### config.mk
export PLATFORM = sky130hd
export DESIGN_NAME = fetch_unit
export DESIGN_NICKNAME = d
export VERILOG_FILES = /design/src/rtl/fetch_unit.sv
export SDC_FILE = /design/constraint.sdc
export NUM_CORES = 1
export LEC_CHECK = 0
export CORE_AREA = 2 2 122 124
export CTS_BUF_LIST = sky130_fd_sc_hd__clkbuf_16
export CTS_CLUSTER_SIZE = 28
export DETAILED_ROUTE_END_ITERATION = 16
export DIE_AREA = 0 0 124 126
export GPL_TIMING_DRIVEN = 0
export PLACE_DENSITY = 0.75
export SKIP_CTS_REPAIR_TIMING = 1
export SYNTH_ARGS = -nofsm -noshare
export SYNTH_HDL_FRONTEND = slang
export SYNTH_SLANG_ARGS = --single-unit
### constraint.sdc
create_clock -name clk -period 2.1 [get_ports clk]
set_clock_uncertainty 0.05 [all_clocks]
set_input_delay 0.525 -clock clk [delete_from_list [all_inputs] [get_ports clk]]
set_output_delay 0.525 -clock clk [all_outputs]
set_load 0.1 [all_outputs]
### src/rtl/fetch_unit.sv
// fetch_unit: program counter and IF/ID register with stall, redirect, halt and range fault.
// Optional perf counters: define FETCH_PERF_CNT_EN.
// Ports:
//   clk, rst_n            clock (rising edge), asynchronous active-low reset
//   imem_addr / imem_data instruction memory address (= pc) and combinational word
//   stall, redirect, redirect_pc, resume   pipeline control inputs
//   if_instr, if_pc, if_valid              IF/ID register contents
//   halted, fault                          HALTED state flag, sticky out-of-range flag
//   perf_cycles, perf_fetched              cycle and fetch counters (FETCH_PERF_CNT_EN only)
module fetch_unit #(
  parameter logic [31:0] RESET_PC    = 32'd0,
  parameter logic [31:0] PC_STEP     = 32'd4,
  parameter logic [31:0] IMEM_DEPTH  = 32'd270,
  parameter int          INIT_CYCLES = 2,
  parameter logic [4:0]  HALT_OPCODE = 5'b10000
) (
  input  logic        clk,
  input  logic        rst_n,
  output logic [31:0] imem_addr,
  input  logic [31:0] imem_data,
  input  logic        stall,
  input  logic        redirect,
  input  logic [31:0] redirect_pc,
  input  logic        resume,
  output logic [31:0] if_instr,
  output logic [31:0] if_pc,
  output logic        if_valid,
  output logic        halted,
  output logic        fault
`ifdef FETCH_PERF_CNT_EN
  ,
  output logic [31:0] perf_cycles,
  output logic [31:0] perf_fetched
`endif
);
  localparam logic [1:0] INIT   = 2'd0;
  localparam logic [1:0] RUN    = 2'd1;
  localparam logic [1:0] HALTED = 2'd2;
  logic [1:0]  state_q, state_d;
  logic [31:0] cnt_q, cnt_d;
  logic [31:0] pc_q, pc_d;
  logic [31:0] instr_q, instr_d;
  logic [31:0] if_pc_q, if_pc_d;
  logic        valid_q, valid_d;
  logic        fault_q, fault_d;
  always_comb begin
    state_d = state_q;
    cnt_d   = cnt_q;
    pc_d    = pc_q;
    instr_d = instr_q;
    if_pc_d = if_pc_q;
    valid_d = valid_q;
    fault_d = fault_q;
    if (state_q == INIT) begin
      cnt_d   = cnt_q + 32'd1;
      valid_d = 1'b0;
      if (cnt_q == 32'(INIT_CYCLES - 1)) state_d = RUN;
    end else if (state_q == RUN) begin
      if (redirect) begin
        pc_d    = redirect_pc;
        valid_d = 1'b0;
      end else if (pc_q >= IMEM_DEPTH) begin
        fault_d = 1'b1;
        valid_d = 1'b0;
        state_d = HALTED;
      end else if (!stall) begin
        instr_d = imem_data;
        if_pc_d = pc_q;
        valid_d = 1'b1;
        // A halt word parks pc on itself so resume steps past it.
        if (imem_data[31:27] == HALT_OPCODE) state_d = HALTED;
        else pc_d = pc_q + PC_STEP;
      end
    end else begin
      valid_d = 1'b0;
      if (resume && !fault_q) begin
        pc_d    = pc_q + PC_STEP;
        state_d = RUN;
      end
    end
  end
  always_ff @(posedge clk or negedge rst_n) begin
    if (!rst_n) begin
      state_q <= INIT;
      cnt_q   <= '0;
      pc_q    <= RESET_PC;
      instr_q <= '0;
      if_pc_q <= '0;
      valid_q <= 1'b0;
      fault_q <= 1'b0;
    end else begin
      state_q <= state_d;
      cnt_q   <= cnt_d;
      pc_q    <= pc_d;
      instr_q <= instr_d;
      if_pc_q <= if_pc_d;
      valid_q <= valid_d;
      fault_q <= fault_d;
    end
  end
  assign imem_addr = pc_q;
  assign if_instr  = instr_q;
  assign if_pc     = if_pc_q;
  assign if_valid  = valid_q;
  assign halted    = state_q == HALTED;
  assign fault     = fault_q;
`ifdef FETCH_PERF_CNT_EN
  logic [31:0] cyc_q, fet_q;
  // Only a real fetch sets valid_d while not stalled in RUN.
  logic fetch;
  assign fetch = (state_q == RUN) && !stall && valid_d;
  always_ff @(posedge clk or negedge rst_n) begin
    if (!rst_n) begin
      cyc_q <= '0;
      fet_q <= '0;
    end else begin
      cyc_q <= cyc_q + 32'(state_q != INIT);
      fet_q <= fet_q + 32'(fetch);
    end
  end
  assign perf_cycles  = cyc_q;
  assign perf_fetched = fet_q;
`endif
endmodule

==> impl_metrics.csv <==
group,metric,value,unit
sta,setup_tns,-19.90,ns
placed_design,post-place-ws,-0.932,ns
sta,slew_headroom,0.345,
clock_tree,insertion_delay,0.42,ns
global_routing,antenna_found_initial,0,
floorplanning,start_util,0.434,
sta,worst_pin_slew,0.981,ns
power,power-per-cell-area,1170,nW/um^2
detailed_routing,wl_met1,8.76,mm
floorplanning,die_h,126,microns
sta,setup_viol,82,
floorplanning,fp-row-count,44,
placed_design,io_buffers,167,
detailed_routing,firstDrtPassIters,6,
synthesis,syn-cell-area,6210,sq um
placed_design,place_area,8320,sq um
layout,final_nets,864,
min_path,worstHoldPathType,"input port to asynchronous set/reset pin",
clock_tree,cts_made_buffers,17,
setup_path,crit_start,"imem_addr[28]",
detailed_routing,ant_nets,0,
global_routing,grt_pass1_vias,5560,
detailed_routing,dr_wl_met2,9.73,mm
job,drv_cap,0,
clock_tree,clk_pin_slew,0.06,ns
synthesis,ys_seq_area_frac,0.532,
layout,drive_gt1_frac,0.364,
setup_path,path_cells,"nor4_1, and4_4, nand3_4, nor3_4, buf_4, clkbuf_16, buf_4, mux2_2",
power,peakVddDrop,0.751,mV
global_routing,grt_remaining_overflow,0,
detailed_routing,vias,5806,
power,power.total,0.0107,W
clock_tree,cts_root_buf,"clkbuf_16",
sta,rsz0062_at_grt,"yes",
floorplanning,coreArea,14300,sq um
setup_path,startpoint_type,"flip-flop",
floorplanning,die_area,15600,sq um
synthesis,synthCells,578,
detailed_routing,drcViolationCount,0,
floorplanning,die_w,124,microns
detailed_routing,dr.max_layer_used,"met4",
sta,hold_violations,0,
setup_path,r2r_start,"imem_addr[28]",
detailed_routing,routedWlPerCell,21.2,microns
synthesis,avgSynthCellArea,10.7,sq um
detailed_routing,post_drt_via_cell_ratio,5.88,
floorplanning,io_pins,168,
layout,final_common_cell,"clkbuf_2",
global_routing,grt_max_degree,70,
clock_tree,max-clock-path-buffers,2,
setup_path,critPathSlowestCell,"nor4_1",
sta,drv_slew,0,
setup_path,crit_required,2.35,ns
placed_design,place_congestion,0.942,
global_routing,grt_pass1_wl,30.1,mm
global_routing,track_usage,0.255,
clock_tree,numClockSinks,132,
synthesis,synth_flop_cell,"dfrtp_1",
sta,fin_crit,2.49,ns
detailed_routing,drt_iter0_drc,509,
sta,max_freq,402,MHz
synthesis,synth-async-reset-ratio,1.00,
setup_path,crit_type,"flip-flop to flip-flop",
detailed_routing,totalWireLength,21.0,mm
run_status,violations,"negative setup slack",
layout,antennaDiodeCount,0,
run_status,outcome,"complete, but fails checks",
setup_path,critPathMostFrequentCell,"buf_4",
setup_path,cpPeakStageDelay,0.51,ns
clock_tree,cts_tree,"built",
synthesis,synth_warnings,0,
synthesis,synth_edf_count,0,
placed_design,hpwlAfterDp,14.0,mm
setup_path,worstPathMaxFanout,7,
synthesis,syn-num-nets,650,
setup_path,crit_path_end_kind,"flip-flop",
setup_path,arrival,2.74,ns
clock_tree,cts_max_level,4,
layout,design_area,9130,sq um
setup_path,reg2reg_depth,8,
sta,setup_ws,-0.388,ns
synthesis,ys_ff_latch,132,
layout,syn_to_final_growth,47.1,%
layout,layout_common_cells,"101 x clkbuf_2, 99 x dfrtp_1, 65 x clkdlybuf4s50_1",
power,leakage,4.20,nW
sta,fin_crit_sh,1.18,
detailed_routing,met3_length,1.88,mm
synthesis,yosysUniqueCellTypes,53,
[worst paths after layout]
check,slack [ns],to
setup reg to reg,-0.39,if_pc[2]
setup / recovery,-0.39,if_pc[2]
hold / removal,0.04,imem_addr[23]
max in group asynchronous,1.19,imem_addr[4]
hold reg to reg,0.45,cnt_q[22]
min in group clk,0.45,cnt_q[22]
[kinds of logic after synthesis]
family,count (synthesis),synth area share
buffers and inverters,47,0.0343
muxes,42,0.0762
adders and majority gates,3,0.00605
xor gates and xnor gates,31,0.0437
and+or+nand+nor,202,0.180
AOI/OAI and AO/OA,121,0.127
DFF,132,0.532
[metal layers]
| layer | global-route usage | up-vias |
|---|---|---|
| li1 | - | 2578 |
| met4 | 0.116 | 0 |
| met5 | 0 | - |
| met2 | 0.387 | 310 |
| met1 | 0.348 | 2848 |
| met3 | 0.0580 | 70 |
[stage by stage]
| step | hold slack (ns) | util | std cells |
|---|---|---|---|
| floorplan | 0.179 | - | 578 |
| global placement | 0.415 | 0.579 | 929 |
| detailed placement | 0.424 | 0.581 | 930 |
| CTS | 0.0633 | 0.621 | 961 |
| global route | 0.0799 | 0.638 | 988 |
| finish | 0.0385 | 0.638 | 988 |
[state kept, by name, indices dropped and copies added (netlist names)]
signal / cells
cnt_q: 32
if_instr: 32
if_pc: 32
imem_addr: 32
state_q: 2
fault: 1
if_valid: 1
[cell usage after synthesis, types with 7 or more instances]
cell | instances | share of area
clkbuf_1 | 21 | 0.013
nor2_1 | 19 | 0.011
o22ai_1 | 8 | 0.0081
dfrtp_1 | 132 | 0.53
nor2b_1 | 26 | 0.026
nor3_1 | 10 | 0.0081
and4_1 | 8 | 0.011
inv_1 | 16 | 0.0097
and3_1 | 13 | 0.013
nand4_1 | 19 | 0.019
nand2_1 | 42 | 0.025
xnor2_1 | 25 | 0.035
o31ai_1 | 10 | 0.012
mux2_2 | 36 | 0.065
a221oi_1 | 7 | 0.0099
nand3_1 | 24 | 0.019
a21oi_1 | 30 | 0.024
nor4_1 | 23 | 0.023
o21ai_0 | 30 | 0.024
[critical path, delay by kind of cell (launching register included)]
kind / cells / cell delay, ns
AND/OR/NAND/NOR: 4 / 1.14
flip-flops: 1 / 0.45
buffers and inverters: 3 / 0.40
multiplexers: 1 / 0.32
[power breakdown]
part,leakage (nW),internal (W),switching (W)
logic,2.21,0.00106,0.00323
clock network,0.272,0.00173,0.00113
registers,1.72,0.00298,0.000569
total,4.20,0.00577,0.00493
[area by class of cell]
type,count,area (sq um)
sequential,132,3380
timing repair buffer,197,1570
inverter,16,60.1
clock buffer,17,425
buffer,29,228
multi-input combinational,399,3100
tap,184,230
fill,1153,5180
clock inverter,14,136
Note: power is estimated with default switching activity, not from simulation.
